File: config.mk
export PLATFORM = sky130hd
export DESIGN_NAME = thermal_monitor
export DESIGN_NICKNAME = d
export VERILOG_FILES = /design/src/rtl/thermal_monitor.sv
export SDC_FILE = /design/constraint.sdc
export NUM_CORES = 1
export LEC_CHECK = 0
export BUFFER_PORTS_ARGS = -buffer_cell sky130_fd_sc_hd__buf_2
export CAP_MARGIN = 10
export CORE_MARGIN = 3
export CORE_UTILIZATION = 54
export CTS_BUF_LIST = sky130_fd_sc_hd__clkbuf_8 sky130_fd_sc_hd__clkbuf_16
export CTS_CLUSTER_DIAMETER = 200
export CTS_CLUSTER_SIZE = 20
export DETAILED_ROUTE_END_ITERATION = 12
export GPL_TIMING_DRIVEN = 1
export PLACE_DENSITY = 0.81
export REMOVE_ABC_BUFFERS = 1
export SYNTH_ARGS = -nofsm -noshare
export SYNTH_HDL_FRONTEND = slang
export SYNTH_SLANG_ARGS = --single-unit
File: constraint.sdc
create_clock -name clk -period 2.8 [get_ports clk]
set_input_delay 0.28 -clock clk [delete_from_list [all_inputs] [get_ports clk]]
set_output_delay 0.28 -clock clk [all_outputs]
set_load 0.05 [all_outputs]
File: src/rtl/thermal_monitor.sv
// Die temperature monitor: slow sampling, sensor-error rejection, boxcar filter,
// min/max tracking and a hysteretic NORM/WARN/CRIT/FAULT thermal-shutdown FSM.
module thermal_monitor #(
    parameter int SAMPLE_DIV = 65536,
    parameter int AVG_LOG2   = 2,
    parameter int HYST       = 3,
    parameter int ERR_LIMIT  = 8
) (
    input  logic              clk,
    input  logic              sclr_n,
    input  logic signed [7:0] degrees_c,
    input  logic signed [7:0] warn_thresh,
    input  logic signed [7:0] crit_thresh,
    input  logic              clear_minmax,
    input  logic              clear_latch,
    output logic signed [7:0] temp_filt,
    output logic              temp_valid,
    output logic signed [7:0] temp_min,
    output logic signed [7:0] temp_max,
    output logic [1:0]        alarm_state,
    output logic              shutdown_req,
    output logic              crit_latched
);

    localparam int DEPTH = 1 << AVG_LOG2;
    localparam int CW    = (SAMPLE_DIV > 1) ? $clog2(SAMPLE_DIV) : 1;
    localparam int SW    = 8 + AVG_LOG2;
    localparam int FW    = AVG_LOG2 + 1;
    localparam logic signed [8:0] HYST_9 = 9'(HYST);

    // state | meaning: NORM below warn, WARN warm, CRIT shutdown, FAULT sensor lost
    typedef enum logic [1:0] {
        NORM  = 2'd0,
        WARN  = 2'd1,
        CRIT  = 2'd2,
        FAULT = 2'd3
    } state_t;

    state_t state;

    logic [CW-1:0] count;
    logic          tick;

    assign tick = (count == CW'(SAMPLE_DIV - 1));

    always_ff @(posedge clk) begin
        if (!sclr_n) begin
            count <= '0;
        end else if (tick) begin
            count <= '0;
        end else begin
            count <= count + CW'(1);
        end
    end

    logic signed [7:0] samp;
    logic              samp_vld;

    always_ff @(posedge clk) begin
        if (!sclr_n) begin
            samp     <= '0;
            samp_vld <= 1'b0;
        end else begin
            samp_vld <= tick;
            if (tick) begin
                samp <= degrees_c;
            end
        end
    end

    logic       samp_err;
    logic [7:0] err_cnt;
    logic [7:0] err_inc;
    logic       fault_hit;
    logic       fault_exit;
    logic       accept;

    assign samp_err   = (samp == 8'sd0);
    assign err_inc    = (err_cnt == 8'hFF) ? 8'hFF : err_cnt + 8'd1;
    assign fault_hit  = samp_vld && samp_err && (err_inc >= 8'(ERR_LIMIT));
    assign fault_exit = samp_vld && !samp_err && (state == FAULT);
    assign accept     = samp_vld && !samp_err && (state != FAULT);

    logic signed [7:0]    window [DEPTH];
    logic signed [SW-1:0] sum;
    logic [FW-1:0]        fill;
    logic                 s1_new;

    // Leaving FAULT restarts the filter from empty so stale history is never averaged in.
    always_ff @(posedge clk) begin
        if (!sclr_n || fault_exit) begin
            for (int i = 0; i < DEPTH; i++) begin
                window[i] <= '0;
            end
            sum  <= '0;
            fill <= '0;
        end else if (accept) begin
            window[0] <= samp;
            for (int i = 1; i < DEPTH; i++) begin
                window[i] <= window[i-1];
            end
            sum <= sum + SW'(samp) - SW'(window[DEPTH-1]);
            if (fill != FW'(DEPTH)) begin
                fill <= fill + FW'(1);
            end
        end
    end

    always_ff @(posedge clk) begin
        if (!sclr_n) begin
            err_cnt <= '0;
            s1_new  <= 1'b0;
        end else begin
            s1_new <= accept;
            if (samp_vld) begin
                err_cnt <= samp_err ? err_inc : 8'd0;
            end
        end
    end

    logic s2_new;

    always_ff @(posedge clk) begin
        if (!sclr_n) begin
            temp_filt  <= '0;
            temp_valid <= 1'b0;
            s2_new     <= 1'b0;
        end else begin
            s2_new <= s1_new;
            if (fault_exit) begin
                temp_valid <= 1'b0;
            end else if (s1_new) begin
                temp_filt  <= 8'(sum >>> AVG_LOG2);
                temp_valid <= (fill == FW'(DEPTH));
            end
        end
    end

    logic eval;

    assign eval = s2_new && temp_valid;

    always_ff @(posedge clk) begin
        if (!sclr_n || clear_minmax) begin
            temp_min <= 8'sd127;
            temp_max <= -8'sd128;
        end else if (eval) begin
            if (temp_filt < temp_min) begin
                temp_min <= temp_filt;
            end
            if (temp_filt > temp_max) begin
                temp_max <= temp_filt;
            end
        end
    end

    logic signed [8:0] filt_9;
    logic signed [8:0] warn_9;
    logic signed [8:0] crit_9;
    logic signed [8:0] warn_lo;
    logic signed [8:0] crit_lo;

    assign filt_9  = 9'(temp_filt);
    assign warn_9  = 9'(warn_thresh);
    assign crit_9  = 9'(crit_thresh);
    assign warn_lo = warn_9 - HYST_9;
    assign crit_lo = crit_9 - HYST_9;

    // A CRIT entry sets the latch after a same-cycle clear_latch, so the set wins.
    always_ff @(posedge clk) begin
        if (!sclr_n) begin
            state        <= NORM;
            crit_latched <= 1'b0;
        end else begin
            if (clear_latch) begin
                crit_latched <= 1'b0;
            end
            if (fault_hit) begin
                state <= FAULT;
            end else if (fault_exit) begin
                state <= NORM;
            end else if (eval) begin
                case (state)
                    NORM: begin
                        if (filt_9 >= crit_9) begin
                            state        <= CRIT;
                            crit_latched <= 1'b1;
                        end else if (filt_9 >= warn_9) begin
                            state <= WARN;
                        end
                    end
                    WARN: begin
                        if (filt_9 >= crit_9) begin
                            state        <= CRIT;
                            crit_latched <= 1'b1;
                        end else if (filt_9 < warn_lo) begin
                            state <= NORM;
                        end
                    end
                    CRIT: begin
                        if (filt_9 < warn_lo) begin
                            state <= NORM;
                        end else if (filt_9 < crit_lo) begin
                            state <= WARN;
                        end
                    end
                    default: begin
                    end
                endcase
            end
        end
    end

    assign alarm_state  = state;
    assign shutdown_req = (state == CRIT) || (state == FAULT);

endmodule

==> impl_metrics.env <==
export IMPL_synth_distinct_cells=55
export IMPL_yosysMostFrequentCell="inv_1"
export IMPL_rrSetupSlack_ps=110
export IMPL_place_hpwl_um=10500
export IMPL_first_pass_iters=4
export IMPL_num_vias=5183
export IMPL_die_height_um=115
export IMPL_hold_class="input pin to flip-flop"
export IMPL_cts_max_level=3
export IMPL_status="complete, no violations"
export IMPL_synthMuxAreaShare_pct=3.26
export IMPL_whs_endpoint="crit_latched"
export IMPL_routed_via_density=5.62
export IMPL_fin_crit_sh_pct=96.0
export IMPL_numCtsBuffers=9
export IMPL_worstRegToRegCells=10
export IMPL_drc=0
export IMPL_cp_max_fo=4
export IMPL_powerDensity_mw_per_mm2=420
export IMPL_synth_top_family_by_area="simple AND/OR/NAND/NOR gates"
export IMPL_end_kind="flip-flop"
export IMPL_setup_viol=0
export IMPL_rows=39
export IMPL_first_global_vias=5222
export IMPL_ys_flop_type="dfxtp_1"
export IMPL_ir_drop_mv=0.542
export IMPL_grt_max_degree=36
export IMPL_ys_ff_latch=108
export IMPL_slew_headroom_pct=43.1
export IMPL_synthToLayoutAreaGrowth_pct=14.2
export IMPL_placed_area_mm2=0.00697
export IMPL_grt_usage_pct=22.0
export IMPL_yosysWarnings=0
export IMPL_ctsLongestPathBuffers=2
export IMPL_postLayoutCellArea_mm2=0.00736
export IMPL_netlist_top_cell_by_area="dfxtp_1"
export IMPL_start_util_pct=56.0
export IMPL_cp_start_kind="flip-flop"
export IMPL_ios=57
export IMPL_antenna_found_initial=0
export IMPL_wire_per_inst_um=15.2
export IMPL_num_fill_cells=928
export IMPL_worst_pin_slew_ps=850
export IMPL_instances_no_fill=923
export IMPL_yosys_area_top_type_share_pct=23.6
export IMPL_synthCells=706
export IMPL_hold_viol=0
export IMPL_path_class="flip-flop to flip-flop"
export IMPL_worst_ep_arrival_time_ps=2970
export IMPL_leakagePower_nw=3.36
export IMPL_grt_pass1_wl_um=23400
export IMPL_yosys_area_share_adder_pct=16.4
export IMPL_final_max_slew_viol_count=0
export IMPL_ys_top_cells_by_area="dfxtp_1 24%, edfxtp_1 15%, ha_1 14%"
export IMPL_worst_ep_required_time_ps=3080
export IMPL_routed_wl_um=14000
export IMPL_numPortBuffers=56
export IMPL_hold_depth=2
export IMPL_insertedDiodeCount=0
export IMPL_synthSimpleGateAreaFrac_pct=18.2
export IMPL_avgSynthCellArea_um2=9.13
export IMPL_synthTopCellsByCount="89 x inv_1, 76 x dfxtp_1, 70 x ha_1"
export IMPL_die_area_mm2=0.0133
export IMPL_rr_endpoint="sum[9]"
export IMPL_dp_cells=904
export IMPL_fin_nets=882
export IMPL_clock_sinks=108
export IMPL_globalRouteOverflowTotal=0
export IMPL_synth_compound_area_share_pct=12.7
export IMPL_root_buffer="clkbuf_16"
export IMPL_r2r_start="samp[4]"
export IMPL_drt_initial_drc_count=314
export IMPL_antenna_left=0
export IMPL_final_min_clock_period_ps=2690
export IMPL_synthArstFlopShare_pct=0
export IMPL_clock_latency_ps=350
export IMPL_synth_xor_area_share_pct=4.35
export IMPL_die_x_um=115
export IMPL_fin_hold_ws_ps=111
export IMPL_tritoncts="built"
export IMPL_netlist_area_mm2=0.00644
export IMPL_fin_util_pct=63.9
export IMPL_cap_violations=0
export IMPL_worstHoldStart="clear_latch"
export IMPL_fmax_mhz=372
export IMPL_synth_edf_count=32
export IMPL_cts_clk_slew_worst_paths_ps=70
export IMPL_drive_above_1_share_pct=14.9
export IMPL_core_area_mm2=0.0115
export IMPL_ys_seq_area_share_pct=38.5
export IMPL_final_setup_skew_ps=9.02
export IMPL_place_congestion=0.901
timing repair:
action                     CTS  global route
setup buffers                0             3
hold buffers                 0             0
setup endpoints to repair    2             3
cloned                       0             0
gates resized for setup      3            19
pin swaps                    0             9
worst max path at each step:
stage                   startpoint  cells after the start              to  slack [ps]
floorplan             temp_filt[1]                      8     temp_max[7]         120
global placement    warn_thresh[0]                     12  alarm_state[1]         -10
detailed placement  warn_thresh[0]                     12  alarm_state[1]        -130
CTS                        samp[3]                     11          sum[9]          30
global route               samp[4]                     10          sum[9]          -9
finish                     samp[4]                     10          sum[9]         110
critical path, stage by stage, from the launching register on:
cell and delay (ps):
dfxtp_1 360, inv_1 90, fa_1 540, inv_1 50
ha_1 340, a21oi_2 160, o211ai_1 150, a221oi_2 310
xnor2_1 120, or3_1 390, a21oi_2 110
cells in the final DEF (no fill, tap or decap), types with 23 or more instances in the layout:
master / count
a21oi_1: 24
and3_1: 30
buf_2: 56
buf_4: 24
dfxtp_1: 69
edfxtp_1: 32
ha_1: 67
inv_1: 88
nand2_1: 55
nor2_1: 61
xnor2_1: 23
layout make-up:
class                      instances  area, um2  area share (%)
inverter                          89        334            4.54
multi-input combinational        487       3590            48.9
sequential                       108       2490            33.9
clock buffer                      12        278            3.77
tap                              143        179            2.43
clock inverter                     4       21.3           0.289
timing repair buffer              80        460            6.26
where the power goes:
group	internal [W]	switching, W	total (W)
Clock	0.000702	0.000546	0.00125
Combinational	0.0000836	0.000116	0.000199
Sequential	0.00163	0.0000102	0.00164
Total	0.00242	0.000672	0.00309
metal layers:
layer	global-route usage [%]	part of all wire (%)
met1	27.0	44
met2	37.9	50
met3	3.89	4.1
met4	9.08	2.8
met5	0	0
registers in the layout (all words and copies together) (netlist names), 8 cells and up:
register,cells
samp,8
count,16
err_cnt,8
temp_max,8
window,32
sum,10
temp_min,8
temp_filt,8
cell families (layout without fill, tap and decap cells):
family / count (synthesis) / count (layout)
compound gates: 117 / 117
xor+xnor: 32 / 32
fa+ha+maj: 79 / 79
buf+inv: 111 / 185
flops: 108 / 108
mux: 21 / 21
simple gates: 238 / 238
stage by stage:
| step | setup WS [ps] | power (W) | setup TNS [ps] |
|---|---|---|---|
| after floorplan | 125 | 0.00179 | 0 |
| after global placement | -12.0 | 0.00186 | -12.0 |
| after detailed placement | -128 | 0.00187 | -244 |
| after CTS | 27.2 | 0.00312 | 0 |
| after global routing | -8.92 | 0.00322 | -13.0 |
| final | 111 | 0.00309 | 0 |
Power figures use the tool's default switching activity.
